$ cat src/rtl/spi_frame_pkg.sv
// Shared definitions for the SPI register-frame slave.
//   state_e     : frame engine states
//   CMD_*_DEF   : default command codes
//   frame_bits  : total bit count of one frame (command + address + data)
package spi_frame_pkg;

    typedef enum logic [2:0] {
        IDLE,
        CMD,
        ADDR,
        DATA,
        DONE,
        IGNORE
    } state_e;

    localparam logic [7:0] CMD_WR_DEF = 8'h80;
    localparam logic [7:0] CMD_RD_DEF = 8'h81;

    function automatic int frame_bits(input int addr_bytes, input int data_bytes);
        return 8 * (1 + addr_bytes + data_bytes);
    endfunction

endpackage

$ cat src/rtl/spi_in_sync.sv
// Two-flop synchronisers for the SPI pins plus edge detection.
//   clk, rst_n          : system clock, async active-low reset
//   i_sck/i_cs/i_mosi   : raw SPI pins
//   sck_rise/sck_fall   : one-clk pulses on synchronised SCK edges
//   cs_rise/cs_fall     : one-clk pulses on the active-level-normalised CS
//   mosi                : MOSI sample aligned with the sck_rise pulse
// A pin edge reaches its pulse output 3 clk later.
module spi_in_sync #(
    parameter bit CS_ACT_HIGH = 1'b0
) (
    input  logic clk,
    input  logic rst_n,
    input  logic i_sck,
    input  logic i_cs,
    input  logic i_mosi,
    output logic sck_rise,
    output logic sck_fall,
    output logic cs_rise,
    output logic cs_fall,
    output logic mosi
);

    // CS is normalised before synchronising so that reset (all zeros)
    // means "not selected" for either polarity.
    logic cs_norm;
    assign cs_norm = CS_ACT_HIGH ? i_cs : ~i_cs;

    logic [2:0] sck_sh_q, sck_sh_d;
    logic [2:0] cs_sh_q,  cs_sh_d;
    logic [1:0] mosi_sh_q, mosi_sh_d;
    logic sck_rise_q, sck_rise_d;
    logic sck_fall_q, sck_fall_d;
    logic cs_rise_q,  cs_rise_d;
    logic cs_fall_q,  cs_fall_d;
    logic mosi_q,     mosi_d;

    always_comb begin
        sck_sh_d   = {sck_sh_q[1:0], i_sck};
        cs_sh_d    = {cs_sh_q[1:0], cs_norm};
        mosi_sh_d  = {mosi_sh_q[0], i_mosi};
        sck_rise_d =  sck_sh_q[1] & ~sck_sh_q[2];
        sck_fall_d = ~sck_sh_q[1] &  sck_sh_q[2];
        cs_rise_d  =  cs_sh_q[1]  & ~cs_sh_q[2];
        cs_fall_d  = ~cs_sh_q[1]  &  cs_sh_q[2];
        // MOSI taken from the same synchroniser depth as the SCK edge
        mosi_d     = mosi_sh_q[1];
    end

    always_ff @(posedge clk or negedge rst_n) begin
        if (!rst_n) begin
            sck_sh_q   <= '0;
            cs_sh_q    <= '0;
            mosi_sh_q  <= '0;
            sck_rise_q <= 1'b0;
            sck_fall_q <= 1'b0;
            cs_rise_q  <= 1'b0;
            cs_fall_q  <= 1'b0;
            mosi_q     <= 1'b0;
        end else begin
            sck_sh_q   <= sck_sh_d;
            cs_sh_q    <= cs_sh_d;
            mosi_sh_q  <= mosi_sh_d;
            sck_rise_q <= sck_rise_d;
            sck_fall_q <= sck_fall_d;
            cs_rise_q  <= cs_rise_d;
            cs_fall_q  <= cs_fall_d;
            mosi_q     <= mosi_d;
        end
    end

    assign sck_rise = sck_rise_q;
    assign sck_fall = sck_fall_q;
    assign cs_rise  = cs_rise_q;
    assign cs_fall  = cs_fall_q;
    assign mosi     = mosi_q;

endmodule

$ cat src/rtl/spi_slave_reg_frame.sv
// Oversampled SPI slave that turns register frames
// (command, ADDR_BYTES address, DATA_BYTES data) into one-clk register-bus
// strobes in the system clock domain.
//   clk_osc_bufg, reset_osc_bufg_n : system clock (>= 8x SCK), async active-low reset
//   i_spi_clk/cs/mosi, o_spi_miso/_oe : SPI pins
//   o_wr_en, ov_addr, ov_wr_data   : write strobe with address/data
//   o_rd_en, iv_rd_data            : read request; data valid RD_LATENCY clk later
//   o_cmd_err, o_frame_abort       : error pulses
//   o_busy                         : frame in progress
module spi_slave_reg_frame
    import spi_frame_pkg::*;
#(
    parameter string      SPI_FIRST_DATA = "MSB",
    parameter string      SPI_CS_POL     = "LOW",
    parameter int         ADDR_BYTES     = 2,
    parameter int         DATA_BYTES     = 2,
    parameter logic [7:0] CMD_WR         = CMD_WR_DEF,
    parameter logic [7:0] CMD_RD         = CMD_RD_DEF,
    parameter int         RD_LATENCY     = 2
) (
    input  logic                    clk_osc_bufg,
    input  logic                    reset_osc_bufg_n,
    input  logic                    i_spi_clk,
    input  logic                    i_spi_cs,
    input  logic                    i_spi_mosi,
    output logic                    o_spi_miso,
    output logic                    o_spi_miso_oe,
    output logic                    o_wr_en,
    output logic                    o_rd_en,
    output logic [8*ADDR_BYTES-1:0] ov_addr,
    output logic [8*DATA_BYTES-1:0] ov_wr_data,
    input  logic [8*DATA_BYTES-1:0] iv_rd_data,
    output logic                    o_cmd_err,
    output logic                    o_frame_abort,
    output logic                    o_busy
);

    localparam int AW        = 8 * ADDR_BYTES;
    localparam int DW        = 8 * DATA_BYTES;
    localparam int ACC_W     = (AW > DW) ? AW : DW;
    localparam int FB        = frame_bits(ADDR_BYTES, DATA_BYTES);
    localparam int CW        = $clog2(FB + 1);
    localparam bit LSB_FIRST = (SPI_FIRST_DATA == "LSB");
    localparam bit CS_HIGH   = (SPI_CS_POL == "HIGH");
    localparam logic [CW-1:0] ADDR_LAST = CW'(8 * (1 + ADDR_BYTES) - 1);
    localparam logic [CW-1:0] DATA_LAST = CW'(FB - 1);

    logic sck_rise, sck_fall, cs_rise, cs_fall, mosi;

    spi_in_sync #(.CS_ACT_HIGH(CS_HIGH)) u_sync (
        .clk      (clk_osc_bufg),
        .rst_n    (reset_osc_bufg_n),
        .i_sck    (i_spi_clk),
        .i_cs     (i_spi_cs),
        .i_mosi   (i_spi_mosi),
        .sck_rise (sck_rise),
        .sck_fall (sck_fall),
        .cs_rise  (cs_rise),
        .cs_fall  (cs_fall),
        .mosi     (mosi)
    );

    state_e                state_q, state_d;
    logic [CW-1:0]         bit_cnt_q, bit_cnt_d;
    logic [7:0]            byte_q, byte_d;
    logic [ACC_W-1:0]      acc_q, acc_d;
    logic                  is_rd_q, is_rd_d;
    logic [AW-1:0]         addr_q, addr_d;
    logic [DW-1:0]         wr_data_q, wr_data_d;
    logic                  wr_en_q, wr_en_d;
    logic                  rd_en_q, rd_en_d;
    logic                  cmd_err_q, cmd_err_d;
    logic                  abort_q, abort_d;
    logic                  busy_q, busy_d;
    logic [RD_LATENCY-1:0] rd_dly_q, rd_dly_d;
    logic [DW-1:0]         tx_q, tx_d;
    logic                  miso_q, miso_d;
    logic                  oe_q, oe_d;

    logic [7:0]       byte_nx;
    logic [ACC_W-1:0] acc_nx;
    logic [DW-1:0]    rd_tx;
    logic             byte_end;

    always_comb begin
        byte_nx  = LSB_FIRST ? {mosi, byte_q[7:1]} : {byte_q[6:0], mosi};
        // completed bytes enter at the bottom; fields are MS byte first
        acc_nx   = (acc_q << 8) | ACC_W'(byte_nx);
        byte_end = (bit_cnt_q[2:0] == 3'd7);

        // Transmit vector is always shifted out from the top bit, so for
        // LSB-first each byte is bit-reversed on capture.
        rd_tx = '0;
        for (int b = 0; b < DATA_BYTES; b++) begin
            for (int i = 0; i < 8; i++) begin
                rd_tx[8*b+i] = LSB_FIRST ? iv_rd_data[8*b+7-i] : iv_rd_data[8*b+i];
            end
        end

        state_d   = state_q;
        bit_cnt_d = bit_cnt_q;
        byte_d    = byte_q;
        acc_d     = acc_q;
        is_rd_d   = is_rd_q;
        addr_d    = addr_q;
        wr_data_d = wr_data_q;
        wr_en_d   = 1'b0;
        rd_en_d   = 1'b0;
        cmd_err_d = 1'b0;
        abort_d   = 1'b0;
        rd_dly_d  = RD_LATENCY'({rd_dly_q, rd_en_q});
        tx_d      = tx_q;
        miso_d    = miso_q;
        oe_d      = oe_q;

        if (rd_dly_q[RD_LATENCY-1]) tx_d = rd_tx;

        if (cs_fall) begin
            // CS wins over any SCK edge in the same clk
            if (state_q inside {CMD, ADDR, DATA}) abort_d = 1'b1;
            state_d = IDLE;
            miso_d  = 1'b0;
            oe_d    = 1'b0;
        end else begin
            case (state_q)
                IDLE: begin
                    if (cs_rise) begin
                        state_d   = CMD;
                        bit_cnt_d = '0;
                        byte_d    = '0;
                        acc_d     = '0;
                        is_rd_d   = 1'b0;
                    end
                end
                CMD: begin
                    if (sck_rise) begin
                        bit_cnt_d = bit_cnt_q + 1'b1;
                        byte_d    = byte_nx;
                        if (byte_end) begin
                            if (byte_nx == CMD_WR || byte_nx == CMD_RD) begin
                                state_d = ADDR;
                                is_rd_d = (byte_nx == CMD_RD);
                            end else begin
                                state_d   = IGNORE;
                                cmd_err_d = 1'b1;
                            end
                        end
                    end
                end
                ADDR: begin
                    if (sck_rise) begin
                        bit_cnt_d = bit_cnt_q + 1'b1;
                        byte_d    = byte_nx;
                        if (byte_end) acc_d = acc_nx;
                        if (bit_cnt_q == ADDR_LAST) begin
                            state_d = DATA;
                            addr_d  = acc_nx[AW-1:0];
                            rd_en_d = is_rd_q;
                        end
                    end
                end
                DATA: begin
                    if (sck_rise) begin
                        bit_cnt_d = bit_cnt_q + 1'b1;
                        byte_d    = byte_nx;
                        if (byte_end) acc_d = acc_nx;
                        if (bit_cnt_q == DATA_LAST) begin
                            state_d = DONE;
                            if (!is_rd_q) begin
                                wr_data_d = acc_nx[DW-1:0];
                                wr_en_d   = 1'b1;
                            end
                        end
                    end
                    // read bits leave on falling SCK; the fall after the
                    // last data bit already lands in DONE and is ignored
                    if (sck_fall && is_rd_q) begin
                        miso_d = tx_q[DW-1];
                        tx_d   = tx_q << 1;
                        oe_d   = 1'b1;
                    end
                end
                default: ;  // DONE / IGNORE wait for CS release
            endcase
        end

        busy_d = (state_d inside {CMD, ADDR, DATA});
    end

    always_ff @(posedge clk_osc_bufg or negedge reset_osc_bufg_n) begin
        if (!reset_osc_bufg_n) begin
            state_q   <= IDLE;
            bit_cnt_q <= '0;
            byte_q    <= '0;
            acc_q     <= '0;
            is_rd_q   <= 1'b0;
            addr_q    <= '0;
            wr_data_q <= '0;
            wr_en_q   <= 1'b0;
            rd_en_q   <= 1'b0;
            cmd_err_q <= 1'b0;
            abort_q   <= 1'b0;
            busy_q    <= 1'b0;
            rd_dly_q  <= '0;
            tx_q      <= '0;
            miso_q    <= 1'b0;
            oe_q      <= 1'b0;
        end else begin
            state_q   <= state_d;
            bit_cnt_q <= bit_cnt_d;
            byte_q    <= byte_d;
            acc_q     <= acc_d;
            is_rd_q   <= is_rd_d;
            addr_q    <= addr_d;
            wr_data_q <= wr_data_d;
            wr_en_q   <= wr_en_d;
            rd_en_q   <= rd_en_d;
            cmd_err_q <= cmd_err_d;
            abort_q   <= abort_d;
            busy_q    <= busy_d;
            rd_dly_q  <= rd_dly_d;
            tx_q      <= tx_d;
            miso_q    <= miso_d;
            oe_q      <= oe_d;
        end
    end

    assign o_spi_miso    = miso_q;
    assign o_spi_miso_oe = oe_q;
    assign o_wr_en       = wr_en_q;
    assign o_rd_en       = rd_en_q;
    assign ov_addr       = addr_q;
    assign ov_wr_data    = wr_data_q;
    assign o_cmd_err     = cmd_err_q;
    assign o_frame_abort = abort_q;
    assign o_busy        = busy_q;

endmodule

$ cat config.mk
export PLATFORM = sky130hd
export DESIGN_NAME = spi_slave_reg_frame
export DESIGN_NICKNAME = d
export VERILOG_FILES = /design/src/rtl/spi_frame_pkg.sv /design/src/rtl/spi_in_sync.sv /design/src/rtl/spi_slave_reg_frame.sv
export SDC_FILE = /design/constraint.sdc
export NUM_CORES = 1
export LEC_CHECK = 0
export ABC_AREA = 0
export ABC_CLOCK_PERIOD_IN_PS = 1900
export CAP_MARGIN = 40
export CORE_ASPECT_RATIO = 1.1
export CORE_MARGIN = 3
export CORE_UTILIZATION = 48
export CTS_CLUSTER_DIAMETER = 150
export CTS_CLUSTER_SIZE = 10
export DETAILED_ROUTE_END_ITERATION = 6
export PLACE_DENSITY = 0.75
export SETUP_SLACK_MARGIN = 0.15
export SYNTH_ARGS = -nofsm -noshare
export SYNTH_HDL_FRONTEND = slang
export SYNTH_SLANG_ARGS = --single-unit
$ cat constraint.sdc
create_clock -name clk_osc_bufg -period 1.9 [get_ports clk_osc_bufg]
set_input_delay 0.38 -clock clk_osc_bufg [delete_from_list [all_inputs] [get_ports clk_osc_bufg]]
set_output_delay 0.38 -clock clk_osc_bufg [all_outputs]
set_load 0.01 [all_outputs]
Word-level counts from Yosys, hierarchy flattened
Index checks and enable logic that the tools add are counted.

word-level totals
  input bits = 21
  output and inout bits = 39
  register bits after elaboration = 95
  logic and storage cells = 124

cells by class
  bitwise gates (word level) = 12
  reduce and logical (&&, ||, !) cells = 18
  equality and inequality tests = 18
  mux-type cells = 51
  add/subtract/negate cells = 1

operators by type and width
  cell                                                                   count
  16-bit two-way mux                                                     4
  3-bit two-way mux                                                      9
  1-bit two-way mux                                                      26
  8-bit two-way mux                                                      3
  8-bit equality test, second input constant                             2
  16-bit by 8-bit OR with 16-bit output                                  1
  8-bit one-hot mux with 2 select lines                                  1
  7-bit two-way mux                                                      2
  7-bit one-hot mux with 2 select lines                                  1
  3-bit by 2-bit equality test with 1-bit output, second input constant  4
  6-bit two-way mux                                                      2
  2-bit by 1-bit != test with 1-bit output, second input constant        6
  3-bit one-hot mux with 4 select lines                                  1
  6-bit one-hot mux with 2 select lines                                  1
  5-bit AND reduction                                                    2
  2-bit nonzero test                                                     5
  4-bit AND reduction                                                    2
  1-bit NOT                                                              7
  6-bit by 1-bit adder with 6-bit output, second input constant          1
  3-bit by 1-bit equality test with 1-bit output, second input constant  2
  6-bit by 5-bit equality test with 1-bit output, second input constant  1
  6-bit equality test, second input constant                             1
  6-bit AND reduction                                                    1
  3-bit nonzero test                                                     2
  other kinds (10)                                                       13

Longest topological paths before layout
Gate-level depths: netlist of run 1.

  word-level depth = 9
  mapped depth = 7

Hierarchy
Synthesis of run 1 repeated with hierarchy kept, for this count alone.

second synthesis, totals
  cell total of the unflattened synthesis = 302
  area total of the unflattened synthesis = 3,923.8 um2

by module, submodules not included
  module               cells an instance  sequential area each (um2)  area each (um2)  instances
  spi_slave_reg_frame  284                2,052.0                     3,559.7          1
  spi_in_sync          18                 325.3                       364.1            1

Worst setup path after synthesis of run 1
No wires, ideal clock.

  kind = register -> register
  start point = register byte_q[3]
  end point = register busy_q, in the netlist o_busy
  required time = 1,781 ps
  setup slack = -68 ps
  setup time = 119 ps
  stages on the path, launching flop included = 5
  path buffers = 0
  period minus slack after synthesis = 1,968 ps
  arrival time = 1,849 ps
  path through = dfrtp_1 > or4b_4 > o31a_1 > o41a_1 > o21ba_1

on the way
  word-level cells in the longest chain between the ends = 9
  elaborated cells between the ends (all ways) = 12
  classes of those cells = 5 x eq/ne; 5 x mux; 2 x reduce/logical

RTL lines
  item                                                                                                              RTL line                    RTL
  start: declaration                                                                                                spi_slave_reg_frame.sv:65   logic [7:0] byte_q, byte_d;
  start signal: assignment                                                                                          spi_slave_reg_frame.sv:211  byte_q <= byte_d;
  8-bit equality test                                                                                               spi_slave_reg_frame.sv:140  if (byte_nx == CMD_WR || byte_nx == CMD_RD) begin
  1-bit logical OR *                                                                                                spi_slave_reg_frame.sv:140
  3-bit two-way mux *                                                                                               spi_slave_reg_frame.sv:140
  3-bit two-way mux *                                                                                               spi_slave_reg_frame.sv:139  if (byte_end) begin
  3-bit two-way mux *                                                                                               spi_slave_reg_frame.sv:136  if (sck_rise) begin
  3-bit one-hot mux with 4 select lines *                                                                           spi_slave_reg_frame.sv:125  case (state_q)
  3-bit two-way mux *                                                                                               spi_slave_reg_frame.sv:118  if (cs_fall) begin
  named net state_d[0]                                                                                              spi_slave_reg_frame.sv:63   state_e state_q, state_d;
  3-bit by 1-bit equality test with 1-bit output or 3-bit by 2-bit equality test with 1-bit output (tied branches)  spi_slave_reg_frame.sv:187  busy_d = (state_d inside {CMD, ADDR, DATA});
  3-bit nonzero test *                                                                                              spi_slave_reg_frame.sv:187
  named net busy_d                                                                                                  spi_slave_reg_frame.sv:74   logic busy_q, busy_d;
  end signal: assignment                                                                                            spi_slave_reg_frame.sv:220  busy_q <= busy_d;
  end: declaration                                                                                                  spi_slave_reg_frame.sv:74

The timed path passes the listed nets; every way through them passes the cells marked *.
A chain may end at the register's enable or synchronous reset.

Final worst setup path of run 1
  start point = register byte_q[2]
  end point = register busy_q, in the netlist o_busy

The elaborated chain is that of the path after synthesis.

==> out/results.txt, run 1 <==
average wire per standard cell -> 15.3 um
NumNets Final -> 423
XOR/XNOR Fraction of Synth Area -> 0.00230
worst hold path depth -> 0
R2R depth -> 4
Setup TNS Final -> 0 ns
Synth Cell Area -> 3810 um^2
largest net degree at the start of global routing -> 34
Synth Area in Compound Gates -> 0.0847
yosys warns -> 0
DRC Markers -> 0
initial antenna violation count -> 0
Reg area -> 2380 um^2
Pint -> 2.70 mW
Met2 Wirelength -> 3740 um
final core occ -> 0.658
ant diodes -> 0
hold_ws -> 0.355 ns
RSZ-0062 raised after global routing -> true
num rows -> 33
crit share post-route -> 0.970
wire length on met3 -> 325 um
worst hold path type -> reg -> reg
CTS H-tree lvls -> 3
CTS Buffer Depth -> 2
Worst Path Required -> 2.14 ns
Layout fillers -> 624
Fmax achieved -> 543 MHz
Synth Area in Adders -> 0.00657
Power, Total -> 3.58 mW
drt total wl -> 7820 um
CTS Sinks -> 95
I/O pin cnt -> 60
Placed Cells -> 488
simple-gate share of the synthesized area -> 0.120
clock share of power -> 0.342
largest family of logic cells by synthesized area -> multiplexers
die area -> 9040 um^2
CP Max Fanout -> 2
CP Class -> reg -> reg
vias in the first global route -> 2569
syn nets -> 343
TritonCTS buffer count -> 9
Mapped Cells -> 320
first-pass GRT wire length -> 12800 um
Final Hold Viols -> 0
Final Setup Violations -> 0
HPWL after detailed placement -> 5290 um
worst setup slack after placement -> 0.0773 ns
switching part of the total power -> 0.247
Routed Antenna Nets -> 0
Placer Congestion -> 0.875
dpl cell area -> 4680 um^2
CP endpoint kind -> flip-flop
Core Region -> 7600 um^2
CTS root buf -> clkbuf_8
Clock Pin Slew Worst Setup and Hold Paths -> 0.08 ns
number of I/O port buffers -> 59
Starting Density -> 0.501
Sw Pwr -> 883 uW
power per cell area -> 716 nW/um^2
Slew @ Worst Pin -> 0.472 ns
register area share after synthesis -> 0.624
Yosys reg bits -> 95
DR top layer -> met4
slew margin rel. -> 0.685
Crit path arrival time -> 2.08 ns
fin. max-slew vios -> 0
area of the multi-input gates -> 1410 um^2
via count -> 2611
Final Worst Setup Slack -> 0.0567 ns
Seq pwr share -> 0.582
Comb power frac -> 0.076
Die W -> 90.9 um
drt first pass iters -> 5
DRT met1 WL -> 3660 um
area grow syn2layout -> 31.3%
startpoint types -> flip-flop
status -> finished clean
Iter 0 DRT Violations -> 139
GRT overflow -> 0
Worst Skew -> 0.0186 ns
average size of a mapped cell -> 11.9 um^2
fin crit period -> 1.84 ns
CTS tree -> built
Worst VDD drop -> 0.000396 V
fin area -> 5000 um^2
Die Span Y -> 99.4 um
post-synthesis mux area share -> 0.139
max cap viols -> 0
share of layout cells above drive strength 1 -> 0.225
Finished Layout Cells -> 510
via/cell ratio -> 5.12
worst skew pair latency -> 0.36 ns
Total GRT Usage -> 0.178
P_leak -> 2.15 nW
Cell variety after synth -> 35
-- repair_timing --
action	CTS	global route
setup endpoints to repair	21	46
pin swaps	3	1
cloned	0	2
resized for setup	6	9
hold endpoints to repair	31	0
buffers inserted	1	2
hold buffers	1	0
-- critical path, stage by stage, from the launching register on --
cell     delay, ns
dfrtp_1       0.38
or4b_4        0.54
o31a_1        0.31
o41a_1        0.33
o21ba_1       0.17
-- registers in the layout, summed over array words and instances, names as in the netlist, 2 cells and up --
signal            flops
u_sync.mosi_sh_q      2
tx_q                 16
acc_q                 8
ov_wr_data           16
byte_q                7
ov_addr              16
bit_cnt_q             6
u_sync.sck_sh_q       3
state_q               3
u_sync.cs_sh_q        3
rd_dly_q              2
-- final cells by class --
class / instances / share of cell area
flip-flops and latches: 95 / 0.476
multi-input cells: 203 / 0.283
repair buffers: 86 / 0.175
clock buffers: 11 / 0.0283
well taps: 105 / 0.0263
clock inverters: 5 / 0.00826
inverters: 5 / 0.00375
-- per-layer routing --
layer | vias up | GRT usage
met4 | 0 | 0.0592
met2 | 56 | 0.280
met1 | 1267 | 0.246
li1 | 1278 | -
met5 | - | 0
met3 | 10 | 0.0431
-- power groups by stage --
| stage | clock network (mW) | logic [mW] | registers (mW) |
|---|---|---|---|
| after floorplan | 0 | 0.0920 | 2.13 |
| after global placement | 0 | 0.257 | 2.12 |
| after detailed placement | 0 | 0.263 | 2.12 |
| after CTS | 1.25 | 0.269 | 2.08 |
| after global routing | 1.33 | 0.304 | 2.09 |
| final | 1.22 | 0.272 | 2.08 |
-- synth_stat cells --
library cell / instances / area share
o31a_1: 1 / 0.0023
or3_1: 3 / 0.0049
inv_1: 5 / 0.0049
clkbuf_1: 13 / 0.013
a32o_1: 1 / 0.0026
nor2_1: 9 / 0.0089
ha_1: 2 / 0.0066
xnor2_1: 1 / 0.0023
o41a_1: 1 / 0.0030
nor4_1: 3 / 0.0049
nand3_1: 6 / 0.0079
o41ai_1: 3 / 0.0069
nand4_1: 1 / 0.0016
o21ba_1: 1 / 0.0026
nand2b_1: 3 / 0.0049
a2111oi_0: 1 / 0.0023
o2111ai_1: 1 / 0.0023
nand2_1: 51 / 0.050
and4b_1: 1 / 0.0026
and3_1: 3 / 0.0049
mux2_2: 32 / 0.095
or2_2: 2 / 0.0033
mux2i_1: 17 / 0.045
nor3b_1: 2 / 0.0039
o21ai_0: 37 / 0.049
nor3_1: 3 / 0.0039
a41oi_1: 1 / 0.0023
nand4b_1: 1 / 0.0023
buf_2: 4 / 0.0053
a21o_1: 2 / 0.0039
a21oi_1: 6 / 0.0079
or4b_4: 1 / 0.0036
or3b_2: 1 / 0.0023
nor2b_1: 6 / 0.0099
dfrtp_1: 95 / 0.62
-- worst paths after layout --
| kind | startpoint | endpoint | slack [ns] |
|---|---|---|---|
| setup / recovery | byte_q[2] | o_busy | 0.06 |
| hold / removal | u_sync.mosi_sh_q[1] | u_sync.mosi | 0.35 |
| setup reg to reg | byte_q[2] | o_busy | 0.06 |
| hold reg to reg | u_sync.mosi_sh_q[1] | u_sync.mosi | 0.35 |
| max in group asynchronous | reset_osc_bufg_n | o_busy | 0.83 |
| min in group asynchronous | reset_osc_bufg_n | tx_q[11] | 0.51 |
-- cells by family (layout without fill, tap and decap cells) --
family	Yosys count	after routing
and+or+nand+nor	96	96
DFF	95	95
AOI/OAI and AO/OA	55	55
muxes	49	49
buffers and inverters	22	107
adders and majority gates	2	2
xor gates and xnor gates	1	1
-- cells in the final DEF, fill, tap and decap left out, drive strengths merged, types with 2 or more instances in the layout --
cell and instances:
nor3 3, inv 6, a21oi 6, nand3 6, nor2 9, ha 2
buf 24, nand2 51, nand2b 3, nor3b 2, or2 2, dfrtp 95
mux2 32, clkinv 2, nor4 3, and3 3, o41ai 3, nor2b 6
o21ai 37, or3 3, clkdlybuf4s50 58, mux2i 17, clkbuf 14, clkinvlp 2
a21o 2
No activity file was read; power rests on OpenSTA's default activity.
==> inputs of run 2 (changes only) <==
- ABC_AREA: 0 -> 1
- CORE_UTILIZATION: 48 -> 57
- DONT_BUFFER_PORTS: not set -> 1
==> run 2 against run 1 <==
  * The run now ends with hold timing left
  * Flip-flop and latch count unchanged
  * Register-to-register slack better by 0.18 ns
  * First-iteration DRC count up 40%
  * Via count up 4.7%
  * Critical path depth up 3
==> out/results.txt, run 2 <==
Worst Skew -> 0.0108 ns (was 0.0186 ns)
slack of the worst reg-to-reg path -> 0.23 ns (was 0.06 ns)
via count -> 2734 (was 2611)
Crit path arrival time -> 1.91 ns (was 2.08 ns)
power per cell area -> 830 nW/um^2 (was 716 nW/um^2)
area grow syn2layout -> 7.72% (was 31.3%)
Post-synth EDFFs -> 0 (unchanged)
Starting Density -> 0.589 (was 0.501)
startpoint types -> flip-flop (unchanged)
RSZ-0062 raised after global routing -> false (was true)
Setup TNS Final -> 0 ns (unchanged)
register area share after synthesis -> 0.573 (was 0.624)
drt total wl -> 7400 um (was 7820 um)
ant diodes -> 0 (unchanged)
worst skew pair latency -> 0.37 ns (was 0.36 ns)
die area -> 8340 um^2 (was 9040 um^2)
via/cell ratio -> 5.29 (was 5.12)
Iter 0 DRT Violations -> 195 (was 139)
Placer Congestion -> 0.908 (was 0.875)
Yosys reg bits -> 95 (unchanged)
CP Max Fanout -> 33 (was 2)
I/O pin cnt -> 60 (unchanged)
slew margin rel. -> 0.698 (was 0.685)
status -> complete, but fails checks (was finished clean)
CP Class -> reg -> reg (unchanged)
delay-heaviest family, CP -> simple AND/OR/NAND/NOR gates (was compound AO/OA/AOI/OAI gates)
num rows -> 32 (was 33)
Final Hold Viols -> 95 (was 0)
Cell variety after synth -> 32 (was 35)
vias in the first global route -> 2524 (was 2569)
Power, Total -> 3.71 mW (was 3.58 mW)
Top FF cell, synth -> dfrtp_1 (unchanged)
Fmax achieved -> 600 MHz (was 543 MHz)
number of I/O port buffers -> 0 (was 59)
asr flop ratio synth -> 1.00 (unchanged)
GRT overflow -> 0 (unchanged)
yosys warns -> 0 (unchanged)
Routed Antenna Nets -> 0 (unchanged)
initial antenna violation count -> 0 (unchanged)
area leader, netlist -> dfrtp_1 (unchanged)
R2R depth -> 7 (was 4)
CTS root buf -> clkbuf_8 (unchanged)
worst hold path type -> in -> async (was reg -> reg)
cell with the most instances after synthesis -> dfrtp_1 (unchanged)
Total GRT Usage -> 0.179 (was 0.178)
first-pass GRT wire length -> 11600 um (was 12800 um)
CP endpoint kind -> flip-flop (unchanged)
cells along the critical path -> ha_2 > nand3_1 > nor2_1 > nand3_4 > buf_4 > nand2_1 > o21ai_2 (was or4b_4 > o31a_1 > o41a_1 > o21ba_1)
CP max-delay cell -> dfrtp_1 (was or4b_4)
crit share post-route -> 0.877 (was 0.970)
Synth top area share -> 0.573 (was 0.624)
fin. max-slew vios -> 0 (unchanged)
top cells by count, synth -> dfrtp_1 (95), nand2_1 (66), inv_1 (54) (was dfrtp_1 (95), nand2_1 (51), o21ai_0 (37))
average wire per standard cell -> 14.3 um (was 15.3 um)
Die W -> 87.4 um (was 90.9 um)
Clock Pin Slew Worst Setup and Hold Paths -> 0.10 ns (was 0.08 ns)
violated checks -> hold timing
CP peak stage delay -> 0.39 ns (was 0.54 ns)
average size of a mapped cell -> 9.84 um^2 (was 11.9 um^2)
max cap viols -> 0 (unchanged)
Slew @ Worst Pin -> 0.452 ns (was 0.472 ns)
worst r2r src -> bit_cnt_q[0] (was byte_q[2])
CTS Sinks -> 95 (unchanged)
Buf/Inv on CP -> 1 (was 0)
reg2reg end -> ov_wr_data[7] (was o_busy)
P_leak -> 2.19 nW (was 2.15 nW)
Worst VDD drop -> 0.000569 V (was 0.000396 V)
Worst Path Required -> 2.15 ns (was 2.14 ns)
Synth Cell Area -> 4150 um^2 (was 3810 um^2)
largest net degree at the start of global routing -> 96 (was 34)
most common cell after layout, fill and taps aside -> dfrtp_1 (unchanged)
DRC Markers -> 0 (unchanged)
most frequent cells in the layout -> dfrtp_1 (95), nand2_1 (66), inv_1 (54), o21ai_2 (39), nor2_1 (37) (was dfrtp_1 (94), clkdlybuf4s50_1 (58), nand2_1 (49), o21ai_0 (36), mux2_2 (32))
drt first pass iters -> 4 (was 5)
Die Span Y -> 95.5 um (was 99.4 um)
Final Setup Violations -> 0 (unchanged)
fin crit period -> 1.67 ns (was 1.84 ns)
CTS tree -> built (unchanged)
HPWL after detailed placement -> 4850 um (was 5290 um)
final core occ -> 0.635 (was 0.658)
NumNets Final -> 450 (was 423)
CTS Buffer Depth -> 2 (unchanged)
Mapped Cells -> 422 (was 320)
top cells by area, synth -> dfrtp_1 (57%), o21ai_2 (8.2%), nand2_1 (6.0%) (was dfrtp_1 (62%), mux2_2 (9.5%), nand2_1 (5.0%))
TritonCTS buffer count -> 9 (unchanged)
hold_ws -> -0.305 ns (was 0.355 ns)
share of layout cells above drive strength 1 -> 0.215 (was 0.225)
CTS H-tree lvls -> 3 (unchanged)
Core Region -> 7050 um^2 (was 7600 um^2)
syn nets -> 445 (was 343)
run 2: timing repair:
item / in CTS / in global routing
resized for setup: 1 / 6
buffers inserted: 0 / 2
hold endpoints to repair: 95 / 95
cloned: 0 / 1
pin swaps: 0 / 4
endpoints found under the setup margin: 1 / 43
run 2: power breakdown:
part / total (mW) / internal (mW) / switching, mW
sequential: 2.10 / 2.07 / 0.0365
combinational: 0.256 / 0.0916 / 0.165
clock: 1.35 / 0.623 / 0.731
total: 3.71 / 2.78 / 0.932
run 2: worst max-delay path by stage:
stage          slack [ns]  depth (start not counted)            end    startpoint
2_1_floorplan        0.42                          9       tx_q[12]    state_q[2]
3_3_place_gp         0.02                          5   bit_cnt_q[1]    state_q[1]
3_5_place_dp         0.17                          8       tx_q[15]    state_q[2]
4_1_cts              0.19                          8       acc_q[0]  bit_cnt_q[0]
5_1_grt              0.16                          7  ov_wr_data[7]  bit_cnt_q[0]
6_report             0.23                          7  ov_wr_data[7]  bit_cnt_q[0]
run 2: metal layers:
| metal | global-route usage | share of wire |
|---|---|---|
| met1 | 0.225 | 0.43 |
| met3 | 0.0510 | 0.064 |
| met4 | 0.0921 | 0.019 |
| met2 | 0.281 | 0.49 |
| met5 | 0 | 0 |
run 2: cell families after synthesis:
| kind of cell | synth area share |
|---|---|
| AO/OA/AOI/OAI | 0.156 |
| XOR/XNOR | 0.00633 |
| adder cells (fa/ha/maj) | 0.00603 |
| buffers and inverters | 0.0925 |
| flip-flops | 0.573 |
| AND/OR/NAND/NOR | 0.167 |
run 2: metrics by stage:
| step | worst slack (ns) | cells | cell area, um^2 |
|---|---|---|---|
| global placement | 0.0180 | 497 | 4180 |
| detailed placement | 0.173 | 498 | 4190 |
| global route | 0.156 | 517 | 4470 |
| floorplan | 0.415 | 422 | 4150 |
| finish | 0.233 | 517 | 4470 |
| CTS | 0.191 | 514 | 4400 |
run 2: layout make-up:
type	instances	area, um^2
clock buffers	9	124
clock inverters	7	81.3
fillers	558	2570
inverters	59	224
multi-input cells	249	1410
flip-flops and latches	95	2380
well taps	85	106
repair buffers	13	151
